--- config.mk ---
export PLATFORM = sky130hd
export DESIGN_NAME = moore_seq_detector
export DESIGN_NICKNAME = d
export VERILOG_FILES = /design/src/rtl/moore_seq_detector.sv
export SDC_FILE = /design/constraint.sdc
export NUM_CORES = 1
export LEC_CHECK = 0
export CAP_MARGIN = 15
export CORE_MARGIN = 2
export CORE_UTILIZATION = 30
export CTS_CLUSTER_DIAMETER = 100
export DETAILED_ROUTE_END_ITERATION = 12
export SYNTH_ARGS = -nofsm -noshare
export SYNTH_HDL_FRONTEND = slang
export SYNTH_SLANG_ARGS = --single-unit
--- constraint.sdc ---
create_clock -name clk_i -period 2.6 [get_ports clk_i]
set_input_delay 0.52 -clock clk_i [delete_from_list [all_inputs] [get_ports clk_i]]
set_output_delay 0.52 -clock clk_i [all_outputs]
set_load 0.01 [all_outputs]
--- src/rtl/moore_seq_detector.sv ---
// Runtime-programmable Moore sequence detector for a serial bit stream.
// It supports overlapping or non-overlapping matching, an input-valid qualifier and a saturating match counter.
module moore_seq_detector #(
  parameter int MAX_LEN = 8,
  parameter int CNT_W   = 16,
  parameter int LEN_W   = $clog2(MAX_LEN) + 1
) (
  input  logic               clk_i,
  input  logic               rst_i,
  input  logic               cfg_load_i,
  input  logic [MAX_LEN-1:0] cfg_pattern_i,
  input  logic [LEN_W-1:0]   cfg_len_i,
  input  logic               cfg_overlap_i,
  input  logic               in_valid_i,
  input  logic               in_i,
  input  logic               cnt_clr_i,
  output logic               out_o,
  output logic [CNT_W-1:0]   match_count_o,
  output logic [1:0]         state_o,
  output logic               cfg_err_o
);

  typedef enum logic [1:0] {
    UNCFG  = 2'b00,
    SEARCH = 2'b01,
    MATCH  = 2'b10
  } state_e;

  state_e             state_q, state_d;
  logic [MAX_LEN-1:0] pattern_q, pattern_d;
  logic [LEN_W-1:0]   len_q, len_d;
  logic               overlap_q, overlap_d;
  logic [MAX_LEN-1:0] hist_q, hist_d;
  logic [LEN_W-1:0]   fill_q, fill_d;
  logic [CNT_W-1:0]   count_q, count_d;
  logic               cfg_err_q, cfg_err_d;

  logic               cfg_legal;
  logic               accept;
  logic [MAX_LEN-1:0] hist_shift;
  logic [LEN_W-1:0]   fill_inc;
  logic [MAX_LEN-1:0] len_mask;
  logic               is_match;

  assign cfg_legal  = (cfg_len_i != '0) && (cfg_len_i <= LEN_W'(MAX_LEN));
  assign accept     = in_valid_i && !cfg_load_i && (state_q != UNCFG);
  assign hist_shift = {hist_q[MAX_LEN-2:0], in_i};
  assign fill_inc   = fill_q + LEN_W'(1);

  // Only the low L bits of the history take part in the comparison.
  always_comb begin
    len_mask = '0;
    for (int i = 0; i < MAX_LEN; i++) begin
      len_mask[i] = (i < int'(len_q));
    end
  end

  assign is_match = accept && (fill_inc >= len_q) &&
                    ((hist_shift & len_mask) == (pattern_q & len_mask));

  always_ff @(posedge clk_i or posedge rst_i) begin
    if (rst_i) begin
      state_q   <= UNCFG;
      pattern_q <= '0;
      len_q     <= LEN_W'(1);
      overlap_q <= 1'b0;
      hist_q    <= '0;
      fill_q    <= '0;
      count_q   <= '0;
      cfg_err_q <= 1'b0;
    end else begin
      state_q   <= state_d;
      pattern_q <= pattern_d;
      len_q     <= len_d;
      overlap_q <= overlap_d;
      hist_q    <= hist_d;
      fill_q    <= fill_d;
      count_q   <= count_d;
      cfg_err_q <= cfg_err_d;
    end
  end

  always_comb begin
    state_d   = state_q;
    pattern_d = pattern_q;
    len_d     = len_q;
    overlap_d = overlap_q;
    hist_d    = hist_q;
    fill_d    = fill_q;
    count_d   = count_q;
    cfg_err_d = 1'b0;

    if (cfg_load_i) begin
      if (cfg_legal) begin
        pattern_d = cfg_pattern_i;
        len_d     = cfg_len_i;
        overlap_d = cfg_overlap_i;
        hist_d    = '0;
        fill_d    = '0;
        state_d   = SEARCH;
      end else begin
        // A rejected load keeps the configuration; it only costs this cycle's bit.
        cfg_err_d = 1'b1;
        if (state_q != UNCFG) begin
          state_d = SEARCH;
        end
      end
    end else if (state_q != UNCFG) begin
      state_d = is_match ? MATCH : SEARCH;
      if (accept) begin
        hist_d = hist_shift;
        if (is_match && !overlap_q) begin
          fill_d = '0;
        end else begin
          fill_d = (fill_inc > len_q) ? len_q : fill_inc;
        end
      end
    end

    if (cnt_clr_i) begin
      count_d = '0;
    end else if (is_match && (count_q != '1)) begin
      count_d = count_q + CNT_W'(1);
    end
  end

  assign out_o         = (state_q == MATCH);
  assign match_count_o = count_q;
  assign state_o       = state_q;
  assign cfg_err_o     = cfg_err_q;

endmodule

==> summary.txt <==
Timing
  • Worst Tran Pin Value: about 680 ps
  • Slew headroom: 0.546
  • TNS Setup: 0 ps
  • Hold WS: around 510 ps
  • Final hold viol count: 0
  • Peak Freq: around 400 MHz
  • Final Cycle Share: 0.959
  • Final Setup Violations: 0
  • Number of max-slew violations in the final report: 0
  • Final Skew: approximately 8.4 ps
  • Min Tclk post-route: 2490 ps

Final layout
  • # diodes: 0
  • Synth-to-layout area growth: 30.7%
  • Share of layout cells above drive strength 1: 0.177
  • Fill count: 770
  • Finished layout cell area: between 3000 and 4000 sq um
  • # nets final: 307

Setup path
  • Worst EP arrival: ~2700 ps
  • Worst Setup End Kind: flip-flop
  • Reg-to-reg slack, setup: 110 ps
  • Crit path buffers/inverters: 1
  • Critical Path Slowest Stage Cell: or4_1
  • Worst EP required: 2820 ps
  • Crit-path max cell delay: 530 ps
  • Critical Path Most Common Cell: a21oi_2
  • R2r endpoint: match_count_o[8]
  • Stages on worst setup path: 10
  • Type of element launching the critical path: flip-flop
  • Worst r2r src: fill_q[1]
  • Critical path type: flip-flop to flip-flop
  • Worst path top cell family by delay: simple AND/OR/NAND/NOR gates
  • Crit path from: fill_q[1]
  • Largest fanout on the critical path: 8
  • CP endpoint: match_count_o[8]
  • Worst path cell trace: ha_2 > xor2_2 > ha_1 > nor2_1 > a21oi_2 > o311a_1 > nand3_2 > buf_4 > or4_1 > a21oi_2
  • R2R depth: 10

Placement
  • Hpwl dp: between 3000 and 4000 um
  • # port buffers: 38
  • Final Wtd Congestion: about 0.77
  • Placed Area: between 2000 and 3000 sq um

Clock network
  • Worst skew pair latency: ~300 ps
  • Clock buffer depth: 2
  • Clock transition at path regs: about 90 ps
  • CTS tree: done
  • Count of clock tree sinks: 43
  • CTS Buf Count: 5
  • H-tree Lvls: 2
  • Postcts setup bufs: 0
  • Root Buffer: clkbuf_8

Outcome
  • Outcome: finished clean

Synthesis
  • Main synth FF type: dfrtp_1
  • Most instantiated cells after synthesis: dfrtp_1, a21oi_1, nand2_1
  • Syn Area/Cell: around 9.9 sq um
  • Synth Cell Area: about 2300 sq um
  • Synth Instances: between 200 and 250
  • Cell with the most instances after synthesis: dfrtp_1
  • Synth area leaders: dfrtp_1, mux2_2, a21oi_1
  • Post-synth top area share: 0.452
  • Post-Syn Nets: between 200 and 300
  • Yosys Warn Count: 0
  • Synthesized flop and latch total: 43
  • Sequential share of the synthesized area: 0.464
  • Synth cell types: 38
  • EDFF count, synth: 0
  • Yosys top cell by area: dfrtp_1
  • Post-synth ARST share: 1.00

Die
  • Core area: ~7600 sq um
  • Die W: between 90 and 100 um
  • Die area: between 8000 and 9000 sq um
  • Initial Util: 0.305
  • Row Count: 32
  • Die height: 92.0 um
  • Number of I/O pins: 39

Routing
  • Drt total wl: ~5200 um
  • Vias per Instance: around 5.0
  • DR iter-0 viols: 91
  • Routed WL per cell: between 10 and 15 um
  • ANT nets after route: 0
  • Drt first pass iters: 4
  • Total number of vias: about 1900
  • # DRC: 0

GRT
  • Largest net degree at the start of global routing: 44
  • Initial antenna violation count: 0
  • First-pass GRT wire length: between 8000 and 9000 um
  • Vias in the first global route: between 1500 and 2000
  • GRT Total Usage: 0.131
  • Gr ovfl total: 0

Pwr
  • VDD IR max: 0.285 mV
  • P per Cell Area: about 660 nW/um^2
  • Pleak: 1.24 nW

Worst hold path
  • WHS Path Cells: 2
  • HP Class: flip-flop to flip-flop

Flow run
  • Max Cap Viol: 0
## timing repair
action	4_1_cts	5_1_grt
hold buffers	0	0
resized for setup	0	8
setup endpoints to repair	0	13
## state kept, by name, summed over array words and instances (netlist names)
signal         cells
state_o            2
len_q              4
overlap_q          1
hist_q             7
fill_q             4
cfg_err_o          1
pattern_q          8
match_count_o     16
## per-layer routing
metal,track usage,wire (um),up-vias,part of all wire
li1,-,-,951,-
met1,0.172,2430,930,0.47
met2,0.212,2530,33,0.48
met3,0.0362,223,4,0.043
met4,0.0410,39,0,0.0075
met5,0,0,-,0
## cells in the final DEF, fill, tap and decap left out, types with 2 or more instances in the layout
master | Yosys | routed
nand2b_1 | 2 | 2
nand3_1 | 18 | 18
nand4_1 | 6 | 6
ha_1 | 6 | 5
nor2b_1 | 4 | 4
o31ai_1 | 11 | 11
a21oi_2 | 0 | 2
buf_4 | 0 | 14
mux2i_1 | 4 | 4
clkdlybuf4s50_1 | 0 | 38
mux2_2 | 14 | 14
nor3_1 | 4 | 4
xor2_1 | 4 | 3
clkbuf_8 | 0 | 6
inv_1 | 9 | 8
nor2_1 | 9 | 9
or4_1 | 8 | 8
xnor2_1 | 7 | 7
dfrtp_1 | 42 | 42
nand2_1 | 19 | 19
o22ai_1 | 2 | 2
or3_1 | 7 | 7
and4_1 | 3 | 3
a21oi_1 | 21 | 19
or2_2 | 2 | 2
o21ai_0 | 7 | 7
## worst register-to-register path, cell delays in order (launching register included)
cell and delay [ps]:
dfrtp_1 410, ha_2 190, xor2_2 150, ha_1 290, nor2_1 50, a21oi_2 120
o311a_1 250, nand3_2 100, buf_4 190, or4_1 530, a21oi_2 150
## area by class of cell
cell class	count	area (sq um)	area share
clock buffer	6	82.6	0.0272
clock inverter	2	35.0	0.0115
inverter	9	33.8	0.0111
multi-input combinational	170	1180	0.390
sequential	43	1080	0.355
tap	102	128	0.0420
timing repair buffer	53	497	0.164
## metrics by stage
stage / total power [W] / setup slack (ps) / util / cells
after CTS: 0.00200 / 39.8 / 0.394 / 385
after global placement: 0.00142 / -128 / 0.378 / 377
after global routing: 0.00213 / -7.14 / 0.399 / 385
after floorplan: 0.00125 / 238 / - / 235
final: 0.00199 / 108 / 0.399 / 385
after detailed placement: 0.00144 / -135 / 0.378 / 377
## power breakdown
part | leakage, nW | switching (W) | internal (W) | total [W]
sequential | 0.562 | 0.0000798 | 0.000750 | 0.000829
clock | 0.0612 | 0.000235 | 0.000311 | 0.000547
combinational | 0.617 | 0.000301 | 0.000316 | 0.000617
total | 1.24 | 0.000616 | 0.00138 | 0.00199
## how the worst min path moves through the flow
| stage | from | end | slack, ps |
|---|---|---|---|
| final | hist_q[2] | hist_q[3] | 510 |
| after global routing | hist_q[3] | hist_q[4] | 550 |
| after CTS | hist_q[2] | hist_q[3] | 510 |
| after detailed placement | overlap_q | overlap_q | 500 |
| after global placement | hist_q[2] | hist_q[3] | 490 |
| after floorplan | overlap_q | overlap_q | 480 |
## logic make-up (layout without fill, tap and decap cells)
group | after synthesis | after routing | synth area share
simple gates | 88 | 88 | 0.209
fa+ha+maj | 6 | 6 | 0.0323
mux | 18 | 18 | 0.0851
buf+inv | 22 | 70 | 0.0431
flops | 43 | 43 | 0.464
compound gates | 47 | 47 | 0.125
xor+xnor | 11 | 11 | 0.0415
No activity file was read; power rests on OpenSTA's default activity.
